==> config.mk <==
export PLATFORM = sky130hd
export DESIGN_NAME = anc_frame_sequencer
export DESIGN_NICKNAME = d
export VERILOG_FILES = /design/src/rtl/anc_seq_pkg.sv /design/src/rtl/anc_frame_sequencer_watchdog.sv /design/src/rtl/anc_frame_sequencer.sv
export SDC_FILE = /design/constraint.sdc
export NUM_CORES = 1
export LEC_CHECK = 0
export CORE_MARGIN = 8
export CORE_UTILIZATION = 45
export CTS_CLUSTER_DIAMETER = 120
export DETAILED_ROUTE_END_ITERATION = 12
export PLACE_DENSITY = 0.7
export RECOVER_POWER = 100
export SLEW_MARGIN = 0
export SYNTH_ARGS = -nofsm -noshare
export SYNTH_HDL_FRONTEND = slang
export SYNTH_SLANG_ARGS = --single-unit
==> constraint.sdc <==
create_clock -name clk_in -period 2.3 [get_ports clk_in]
set_input_delay 0.345 -clock clk_in [delete_from_list [all_inputs] [get_ports clk_in]]
set_output_delay 0.345 -clock clk_in [all_outputs]
set_load 0.005 [all_outputs]
==> src/rtl/anc_seq_pkg.sv <==
// Shared types for the ANC per-sample frame sequencer: FSM states, stage
// indices and a one-hot helper used to build stage start pulses.
`timescale 1ns/1ps
package anc_seq_pkg;

    localparam int N_STAGES = 4;

    typedef enum logic [1:0] {
        IDLE  = 2'd0,
        ISSUE = 2'd1,
        WAIT  = 2'd2,
        FAULT = 2'd3
    } state_t;

    typedef enum logic [1:0] {
        STG_FILTER = 2'd0,
        STG_ERROR  = 2'd1,
        STG_ADAPT  = 2'd2,
        STG_OUTPUT = 2'd3
    } stage_t;

    function automatic logic [N_STAGES-1:0] stage_onehot(input stage_t stage);
        logic [N_STAGES-1:0] vec;
        vec = '0;
        vec[stage] = 1'b1;
        return vec;
    endfunction

endpackage

==> src/rtl/anc_frame_sequencer_watchdog.sv <==
// Per-stage watchdog: counts cycles while a stage is outstanding and flags
// expiry once the count reaches TIMEOUT_CYCLES-1.
`timescale 1ns/1ps
module stage_watchdog #(
    parameter int TIMEOUT_CYCLES = 1024
) (
    input  logic clk_in,
    input  logic rst_in,
    input  logic clear_in,
    input  logic run_in,
    output logic expired_out
);

    localparam int CW = $clog2(TIMEOUT_CYCLES);
    localparam logic [CW-1:0] LAST = CW'(TIMEOUT_CYCLES - 1);

    logic [CW-1:0] cnt_q;
    logic [CW-1:0] cnt_d;

    // Counter parks at LAST so a stalled stage keeps reporting expiry.
    always_comb begin
        cnt_d = cnt_q;
        if (clear_in) begin
            cnt_d = '0;
        end else if (run_in && (cnt_q != LAST)) begin
            cnt_d = cnt_q + CW'(1);
        end
    end

    always_ff @(posedge clk_in or negedge rst_in) begin
        if (!rst_in) begin
            cnt_q <= '0;
        end else begin
            cnt_q <= cnt_d;
        end
    end

    assign expired_out = run_in && (cnt_q == LAST);

endmodule

==> src/rtl/anc_frame_sequencer.sv <==
// Per-sample scheduler for the ANC datapath: issues FILTER, ERROR, ADAPT and
// OUTPUT in order, gates ADAPT, counts dropped ticks and guards each stage.
`timescale 1ns/1ps
module anc_frame_sequencer
    import anc_seq_pkg::*;
#(
    parameter int TIMEOUT_CYCLES = 1024,
    parameter int CNT_W          = 16
) (
    input  logic             clk_in,
    input  logic             rst_in,
    input  logic             sample_tick_in,
    input  logic             adapt_en_in,
    input  logic             error_locked_in,
    input  logic             clear_in,
    input  logic [3:0]       stage_done_in,
    output logic [3:0]       stage_start_out,
    output logic             busy_out,
    output logic             frame_done_out,
    output logic             adapted_out,
    output logic [CNT_W-1:0] overrun_cnt_out,
    output logic [CNT_W-1:0] frame_cnt_out,
    output logic             timeout_out,
    output logic [1:0]       fault_stage_out
);

    state_t state_q, state_d;
    stage_t stage_q, stage_d;
    logic   adapt_q, adapt_d;
    logic [N_STAGES-1:0] start_q, start_d;
    logic   busy_q, busy_d;
    logic   frame_done_q, frame_done_d;
    logic   adapted_q, adapted_d;
    logic [CNT_W-1:0] overrun_q, overrun_d;
    logic [CNT_W-1:0] frame_cnt_q, frame_cnt_d;
    logic   timeout_q, timeout_d;
    logic [1:0] fault_stage_q, fault_stage_d;

    logic wd_clear;
    logic wd_run;
    logic wd_expired;
    logic done_hit;

    assign wd_clear = (state_q == ISSUE);
    assign wd_run   = (state_q == WAIT);
    assign done_hit = stage_done_in[stage_q];

    stage_watchdog #(
        .TIMEOUT_CYCLES(TIMEOUT_CYCLES)
    ) u_watchdog (
        .clk_in     (clk_in),
        .rst_in     (rst_in),
        .clear_in   (wd_clear),
        .run_in     (wd_run),
        .expired_out(wd_expired)
    );

    // Start and busy are derived from the next state so they line up with it.
    always_comb begin
        state_d       = state_q;
        stage_d       = stage_q;
        adapt_d       = adapt_q;
        frame_done_d  = 1'b0;
        adapted_d     = adapted_q;
        overrun_d     = overrun_q;
        frame_cnt_d   = frame_cnt_q;
        timeout_d     = timeout_q;
        fault_stage_d = fault_stage_q;

        unique case (state_q)
            IDLE: begin
                if (sample_tick_in) begin
                    stage_d = STG_FILTER;
                    state_d = ISSUE;
                end
            end
            ISSUE: begin
                state_d = WAIT;
            end
            WAIT: begin
                if (done_hit) begin
                    state_d = ISSUE;
                    unique case (stage_q)
                        STG_FILTER: stage_d = STG_ERROR;
                        STG_ERROR: begin
                            adapt_d = adapt_en_in & ~error_locked_in;
                            stage_d = (adapt_en_in & ~error_locked_in) ? STG_ADAPT : STG_OUTPUT;
                        end
                        STG_ADAPT: stage_d = STG_OUTPUT;
                        STG_OUTPUT: begin
                            state_d      = IDLE;
                            frame_done_d = 1'b1;
                            frame_cnt_d  = frame_cnt_q + CNT_W'(1);
                            adapted_d    = adapt_q;
                        end
                    endcase
                end else if (wd_expired) begin
                    state_d       = FAULT;
                    timeout_d     = 1'b1;
                    fault_stage_d = stage_q;
                end
            end
            FAULT: begin
                if (clear_in) begin
                    state_d       = IDLE;
                    timeout_d     = 1'b0;
                    fault_stage_d = 2'd0;
                end
            end
        endcase

        if (sample_tick_in && ((state_q == ISSUE) || (state_q == WAIT)) && (overrun_q != '1)) begin
            overrun_d = overrun_q + CNT_W'(1);
        end

        start_d = (state_d == ISSUE) ? stage_onehot(stage_d) : '0;
        busy_d  = (state_d != IDLE);
    end

    always_ff @(posedge clk_in or negedge rst_in) begin
        if (!rst_in) begin
            state_q       <= IDLE;
            stage_q       <= STG_FILTER;
            adapt_q       <= 1'b0;
            start_q       <= '0;
            busy_q        <= 1'b0;
            frame_done_q  <= 1'b0;
            adapted_q     <= 1'b0;
            overrun_q     <= '0;
            frame_cnt_q   <= '0;
            timeout_q     <= 1'b0;
            fault_stage_q <= 2'd0;
        end else begin
            state_q       <= state_d;
            stage_q       <= stage_d;
            adapt_q       <= adapt_d;
            start_q       <= start_d;
            busy_q        <= busy_d;
            frame_done_q  <= frame_done_d;
            adapted_q     <= adapted_d;
            overrun_q     <= overrun_d;
            frame_cnt_q   <= frame_cnt_d;
            timeout_q     <= timeout_d;
            fault_stage_q <= fault_stage_d;
        end
    end

    assign stage_start_out = start_q;
    assign busy_out        = busy_q;
    assign frame_done_out  = frame_done_q;
    assign adapted_out     = adapted_q;
    assign overrun_cnt_out = overrun_q;
    assign frame_cnt_out   = frame_cnt_q;
    assign timeout_out     = timeout_q;
    assign fault_stage_out = fault_stage_q;

endmodule

## Word level (Yosys, flattened, before mapping)

Cells that the tools add are included.

| operators by class | value |
|---|---|
| magnitude comparators | 3 |
| reduce and logical (&&, ||, !) cells | 14 |
| equal/unequal tests | 13 |
| multiplexer cells | 29 |
| bitwise gates (word level) | 2 |
| add/sub/neg operators | 3 |

Operators with widths:

| kind | number |
|---|---|
| adder 16 x 1 -> 16 bit, second input constant | 2 |
| 2-to-1 mux 10 bit | 2 |
| 2-to-1 mux 2 bit | 9 |
| != test 16 bit, second input constant | 1 |
| adder 10 x 1 -> 10 bit, second input constant | 1 |
| == test 10 bit, second input constant | 1 |
| 2-to-1 mux 1 bit | 10 |
| != test 10 bit, second input constant | 1 |
| == test 2 bit, second input constant | 4 |
| case mux 2 bit (2 select lines) | 2 |
| case mux 2 bit (4 select lines) | 1 |
| == test 2 x 1 -> 1 bit, second input constant | 3 |
| < comparator 2 x 3 -> 1 bit, second input constant | 2 |
| != test 2 bit, second input constant | 3 |
| case mux 2 bit (3 select lines) | 1 |
| AND reduction 3 bit | 2 |
| nonzero test 2 bit | 3 |
| logical AND 1 bit | 5 |
| zero test 2 bit | 2 |
| 2-to-1 mux 4 bit | 1 |
| AND reduction 4 bit | 1 |
| binary-select mux 1 bit (select 2 bit) | 1 |
| demux 1 bit (select 2 bit) | 1 |
| >= comparator 2 x 1 -> 1 bit, second input constant | 1 |
| other kinds (4) | 4 |

| storage, ports and cells | value |
|---|---|
| input port bits | 10 |
| word-level logic and storage cells | 76 |
| output and inout bits | 42 |
| bits in registers | 57 |

## Depth between registers and ports, before layout

Gate-level depths: netlist of the first run.

| depth | value |
|---|---|
| depth in word-level cells | 11 |
| depth in mapped cells | 8 |
| gate-level depth less buffers | 7 |

## Modules after synthesis

From an unflattened synthesis of the first run, not the netlist that was laid out.

| second synthesis, totals | value |
|---|---|
| cell total of the unflattened synthesis | 290 |
| area, all modules | 2956.6 um^2 |

Modules (own cells, without submodules):

| module | cells each | area each (um^2) | sequential area each (um^2) | instances |
|---|---|---|---|---|
| anc_frame_sequencer | 219 | 2306.0 | 1176.1 | 1 |
| stage_watchdog | 71 | 650.6 | 250.2 | 1 |

## Least setup slack after synthesis of the first run

No wires, ideal clock.

| timing path | value |
|---|---|
| path type | reg2reg |
| from | register state_q[0] |
| to | register frame_cnt_q[12] (netlist: frame_cnt_out[12]) |
| library setup time | 0.123 ns |
| slack | 0.470 ns |
| stages on the path, launching flop included | 7 |
| path buffers | 0 |
| period minus slack after synthesis | 1.830 ns |
| required time | 2.177 ns |
| arrival time | 1.707 ns |
| cell sequence | dfrtp_1 inv_1 ha_1 nand4_1 nor4_1 nand3_1 xnor2_1 |

| between the ends | value |
|---|---|
| word-level cells in the longest chain between the ends | 2 |

RTL lines:

| element | RTL line | source |
|---|---|---|
| start: declaration | anc_frame_sequencer.sv:27 | `state_t state_q, state_d;` |
| start signal: assignment | anc_frame_sequencer.sv:134 | `state_q <= state_d;` |
| == test 2 bit | anc_frame_sequencer.sv:70 | `unique case (state_q)` |
| AND reduction 3 bit (no line) | n/a |  |
| end signal: assignment | anc_frame_sequencer.sv:142 | `frame_cnt_q <= frame_cnt_d;` |
| end: declaration | anc_frame_sequencer.sv:35 | `logic [CNT_W-1:0] frame_cnt_q, frame_cnt_d;` |

Every way passes these cells.
A chain may end at the register's enable or synchronous reset.

## Worst setup path after layout of the first run

Same ends and word-level chain as after synthesis.

==> results of run 1 <==
==> per-stage QoR <==
step           area, µm²  hold WS, ns  instances
2_1_floorplan       2820       0.0494        266
3_3_place_gp        3460        0.341        396
3_5_place_dp        3460        0.349        396
4_1_cts             3650        0.483        412
5_1_grt             3620        0.498        412
6_report            3620        0.467        412
==> flip-flops by register name, indices dropped and copies added, names as in the netlist <==
register          count
frame_cnt_out        16
overrun_cnt_out      16
u_watchdog.cnt_q     10
stage_start_out       4
fault_stage_out       2
stage_q               2
state_q               2
adapt_q               1
adapted_out           1
busy_out              1
frame_done_out        1
timeout_out           1
==> what timing repair did <==
| action | 4_1_cts | 5_1_grt |
|---|---|---|
| gates resized for setup | 0 | 0 |
| hold endpoints to repair | 18 | 0 |
| hold buffers | 1 | 0 |
==> final cells by class <==
type	instances	area [µm²]	area share
clock buffers	12	135	0.0374
multi-input cells	189	1300	0.360
repair buffers	59	559	0.155
inverters	15	56.3	0.0156
clock inverters	3	42.5	0.0118
well taps	77	96.3	0.0266
flip-flops and latches	57	1430	0.394
==> worst reg2reg max path: stages (launching register included) <==
cell and delay, ns:
dfrtp_1 0.43, inv_1 0.12, ha_1 0.34, nand4_1 0.28, nor4_1 0.39, buf_4 0.18, nand3_1 0.09, xnor2_1 0.13
==> synth_stat cells, types with 2 or more instances <==
cell / count
dfrtp_1: 57
xnor2_1: 23
nand2_1: 19
nand3_1: 19
inv_1: 14
nand4_1: 12
nor2_1: 12
nor4_1: 8
a21oi_1: 7
ha_1: 7
o21ai_0: 7
xor2_1: 7
and4_1: 6
and2_1: 4
and3_1: 4
mux2i_1: 4
o211ai_1: 4
a22oi_1: 3
a31oi_1: 3
nand2b_1: 3
nor2b_1: 3
nor3_1: 3
o2bb2ai_1: 3
o31ai_1: 3
or2_2: 3
clkbuf_1: 2
nor3b_1: 2
o311ai_0: 2
or3_1: 2
or4_1: 2
==> logic make-up after synthesis <==
| group | count (synthesis) |
|---|---|
| fa+ha+maj | 7 |
| compound gates | 40 |
| buf+inv | 20 |
| xor+xnor | 30 |
| mux | 6 |
| flops | 57 |
| simple gates | 106 |
==> how the worst max path moves through the flow <==
| stage | endpoint | cells after the start |
|---|---|---|
| after global placement | stage_start_out[2]$_DFF_PN0_ | 6 |
| after floorplan | frame_cnt_out[12]$_DFFE_PN0P_ | 6 |
| final | frame_cnt_out[12]$_DFFE_PN0P_ | 7 |
| after CTS | frame_cnt_out[12]$_DFFE_PN0P_ | 7 |
| after global routing | stage_start_out[0]$_DFF_PN0_ | 6 |
| after detailed placement | fault_stage_out[1]$_DFFE_PN0P_ | 5 |
==> cell usage in the layout (no fill, tap or decap), types with 6 or more instances in the layout <==
cell type / instances
nand3_1: 19
nand4_1: 12
clkdlybuf4s50_1: 7
ha_1: 7
xnor2_1: 23
nor4_1: 8
nor2_1: 12
xor2_1: 7
dfrtp_1: 57
clkbuf_1: 6
dlygate4sd3_1: 44
nand2_1: 19
o21ai_0: 7
and4_1: 6
a21oi_1: 7
inv_1: 14
clkbuf_8: 9
==> layer usage <==
metal | vias to the layer above | routed length (µm)
li1 | 1107 | -
met1 | 1042 | 2710
met2 | 62 | 2630
met3 | 10 | 468
met4 | 0 | 107
met5 | - | 0
==> power breakdown <==
group	internal (mW)	leakage (nW)	switching, mW
Combinational	0.308	0.822	0.356
Clock	0.493	0.0864	0.368
Sequential	1.11	0.777	0.0987
Total	1.91	1.69	0.823
==> results.yml, run 1 <==
synth:
  synthCells: 266
  ys_seq_elements: 57
  synth_ff_type: "dfrtp_1"
  synth_area_per_cell_um2: 10.6
  synth_xor_area_frac: 0.0932
  synth_top_family_by_area: "simple AND/OR/NAND/NOR gates"
  synth-simple-area-share: 0.215
  synth_cell_types: 48
  synth.area.top_cells: "dfrtp_1 51%, xnor2_1 7.1%, nand3_1 3.4%, ha_1 3.1%, nand4_1 2.7%"
  async_flop_share: 1.00
  synth-edff-count: 0
  ys_seq_area_frac: 0.506
  yosysTopAreaCellShare: 0.506
  synth_compound_area_frac: 0.0990
  syn_nets: 283
  synth_adder_area_share: 0.0311
  synthMuxAreaShare: 0.0262
  ys_warn_count: 0
  yosysTopAreaCell: "dfrtp_1"
  syn-cell-area_um2: 2820
detailed_routing:
  drt_iter0_drc: 132
  detail-route-antenna-nets: 0
  totalWireLength_mm: 5.92
  vias: 2221
  post_drt_wl_per_cell_um: 14.4
  drc: 0
  dr.pass1.iters: 4
  viasPerCell: 5.39
worst_hold_path:
  worst_hold_path.endpoint: "frame_cnt_out[15]$_DFFE_PN0P_"
  min_from: "frame_cnt_out[15]$_DFFE_PN0P_"
  hold_class: "reg -> reg"
  holdPathStages: 1
cts:
  numCtsBuffers: 9
  post_cts_buffers: 0
  cts_tree: "done"
  cts_max_path_buffers: 2
  clk_latency_ns: 0.33
  clk_pin_slew_ns: 0.06
  numClockSinks: 57
  h-tree-depth: 3
  clock-root-buffer: "clkbuf_8"
worst_setup_path:
  cp_cell_sequence: "inv_1 -> ha_1 -> nand4_1 -> nor4_1 -> buf_4 -> nand3_1 -> xnor2_1"
  critPathLaunchType: "flip-flop"
  rr_worst_depth: 7
  r2r-end: "frame_cnt_out[12]$_DFFE_PN0P_"
  reg2reg_slack_ns: 0.23
  worstSetupStartpoint: "state_q[0]$_DFF_PN0_"
  crit_type: "reg -> reg"
  critPathBufInv: 2
  crit_arrival_ns: 2.29
  endpoint_kind: "flip-flop"
  crit-reg2reg-launch: "state_q[0]$_DFF_PN0_"
  cp_max_fo: 8
  crit_family: "simple AND/OR/NAND/NOR gates"
  cpPeakStageDelay_ns: 0.43
  cp.required_ns: 2.51
  cp_slowest_cell: "dfrtp_1"
sta:
  slew_headroom: 0.245
  slew_viol_final: 0
  final-hold-violation-count: 0
  max_freq_ghz: 0.483
  clock_skew_ns: 0.00650
  tightest_slew_ns: 1.13
  period_needed_ns: 2.07
  fin_ws_ns: 0.228
  rsz0062_at_grt: "no"
  tns_ns: 0
  fin_crit_sh: 0.901
  finalSetupViolations: 0
die:
  fp-row-count: 29
  io_pins: 52
  initial_core_util: 0.454
  die-area_um2: 9050
  die_h_um: 95.1
  die_width_um: 95.1
  core_um2: 6200
final_layout:
  fillCellCount: 538
  num-nets-final: 348
  final_util: 0.583
  area_growth_pct: 28.3
  insertedDiodeCount: 0
  drive_above_1_share: 0.0806
power_and_ir_drop:
  ir_worst_vdd_mv: 0.619
  power.leakage_nw: 1.69
  fin_total_pwr_mw: 2.73
  power_density_nw_per_um2: 755
placement:
  dpl.hpwl_mm: 4.36
  io_buffers: 51
  post-place-ws_ns: 0.137
  gp_congestion: 0.838
run_status:
  status: "complete, no violations"
grt:
  grt_max_degree: 37
  met3_usage: 0.0472
  first_global_vias: 2274
  grt_overflow: 0
  globalRouteMet1Util: 0.183
  grt.total_usage: 0.146
  grt_pass1_wl_mm: 10.4
  antenna_found_initial: 0
  grt_use_met2: 0.220
  busiest_layer: "met2"
run:
  max-cap-violations: 0
No activity file was read; power rests on OpenSTA's default activity.
==> inputs of run 2 (changes only) <==
CORE_MARGIN = default   (was 8)
SLEW_MARGIN = 20   (was 0)
==> run 2 against run 1 <==
Compared with the run above: utilization is 1.9 points higher; wire length fell by 4.0%; final area down 0.38%; clock power is 2% higher; via count grew 0.41%; largest cell class unchanged; flip-flop and latch count is the same; non-clock buffer count down 1; global-route usage increased by 4.7 points; worst setup slack lost 0.037 ns; highest routed layer unchanged; register-to-register slack worse by 0.04 ns.
==> results.yml, run 2 (synthesis results as in run 1) <==
run_status:
  status: "complete, no violations"
worst_setup_path:
  critPathBufInv: 0
  endpoint_kind: "flip-flop"
  cp_cell_sequence: "mux4_2 -> nor4b_2 -> o21ai_0 -> o2bb2ai_1"
  crit_family: "multiplexers"
  critPathLaunchType: "flip-flop"
  cpPeakStageDelay_ns: 0.62
  cp.required_ns: 2.51
  reg2reg_slack_ns: 0.19
  cp_slowest_cell: "mux4_2"
  crit_arrival_ns: 2.32
  cp_max_fo: 10
  crit_type: "reg -> reg"
sta:
  slew_viol_final: 0
  period_needed_ns: 2.11
  max_freq_ghz: 0.474
  final-hold-violation-count: 0
  clock_skew_ns: 0.00513
  slew_headroom: 0.0802
  tns_ns: 0
  finalSetupViolations: 0
  tightest_slew_ns: 1.38
  rsz0062_at_grt: "no"
  whs_ns: 0.311
  fin_ws_ns: 0.192
  fin_crit_sh: 0.917
grt:
  globalRouteMet1Util: 0.248
  grt_use_met2: 0.306
  grt_overflow: 0
  first_global_vias: 2128
  antenna_found_initial: 0
  grt_pass1_wl_mm: 9.57
  grt_max_degree: 34
  met3_usage: 0.0416
  grt.total_usage: 0.193
  busiest_layer: "met2"
detailed_routing:
  viasPerCell: 5.44
  post_drt_wl_per_cell_um: 13.8
  detail-route-antenna-nets: 0
  dr.pass1.iters: 4
  vias: 2230
  totalWireLength_mm: 5.68
  drc: 0
  drt_iter0_drc: 105
placement:
  post-place-ws_ns: 0.107
  placed_cells: 394
  dpl.hpwl_mm: 4.09
  io_buffers: 51
  gp_congestion: 0.814
final_layout:
  final_util: 0.601
  final_common_cell: "dfrtp_1"
  instances_no_fill: 410
  fillCellCount: 494
  insertedDiodeCount: 0
  num-nets-final: 347
  drive_above_1_share: 0.0806
  area_growth_pct: 27.8
  final_cell_mix: "57 x dfrtp_1, 42 x dlygate4sd3_1, 23 x xnor2_1, 19 x nand2_1, 19 x nand3_1"
cts:
  clock-root-buffer: "clkbuf_8"
  numClockSinks: 57
  clk_pin_slew_ns: 0.06
  clk_latency_ns: 0.32
  numCtsBuffers: 9
  postCtsResizedCells: 0
  cts_max_path_buffers: 2
  post_cts_buffers: 0
  h-tree-depth: 3
  cts_tree: "done"
  hold_buffers: 0
worst_hold_path:
  hold_class: "in -> async"
die:
  initial_core_util: 0.471
  core_um2: 5990
  io_pins: 52
  die-area_um2: 6580
  die_width_um: 81.1
  die_h_um: 81.1
  fp-row-count: 28
power_and_ir_drop:
  power_density_nw_per_um2: 759
  power.leakage_nw: 1.69
  ir_worst_vdd_mv: 0.519
run:
  max-cap-violations: 0
-- run 2: where the power goes --
group          total [mW]  switching, mW  internal, mW
Combinational       0.641          0.339         0.302
Clock               0.880          0.374         0.506
Sequential           1.21          0.107          1.11
Total                2.73          0.821          1.91
-- run 2: final cells by class --
type	count	area, µm²	area share
Clock buffer	14	183	0.0507
Clock inverter	2	10.0	0.00278
Inverter	15	56.3	0.0156
Multi-Input combinational cell	189	1290	0.359
Sequential cell	57	1430	0.396
Tap cell	75	93.8	0.0261
Timing Repair Buffer	58	539	0.150
-- run 2: worst register-to-register path: stages, from the launching register on --
cell	delay, ns
dfrtp_1	0.57
mux4_2	0.62
nor4b_2	0.46
o21ai_0	0.19
o2bb2ai_1	0.16
-- run 2: path summary, 6_finish.rpt --
kind	cells past startpoint	startpoint	to
min	1	rst_in	adapt_q$_DFFE_PN0P_
min in group clk_in	1	frame_cnt_out[15]$_DFFE_PN0P_	frame_cnt_out[15]$_DFFE_PN0P_
max reg2reg	4	stage_q[0]$_DFF_PN0_	fault_stage_out[1]$_DFFE_PN0P_
min reg2reg	1	frame_cnt_out[15]$_DFFE_PN0P_	frame_cnt_out[15]$_DFFE_PN0P_
max	4	stage_q[0]$_DFF_PN0_	fault_stage_out[1]$_DFFE_PN0P_
max in group asynchronous	2	rst_in	u_watchdog.cnt_q[1]$_DFFE_PN0P_
-- run 2: layer usage --
metal / wire length (µm) / vias up
met2: 2690 / 64
li1: - / 1095
met3: 243 / 7
met5: 0 / -
met4: 59 / 0
met1: 2680 / 1064
-- run 2: metrics by stage --
stage	power, mW	cell area, µm²
floorplan	1.63	2820
global placement	1.90	3460
detailed placement	1.91	3460
CTS	2.80	3650
global route	2.90	3600
finish	2.73	3600
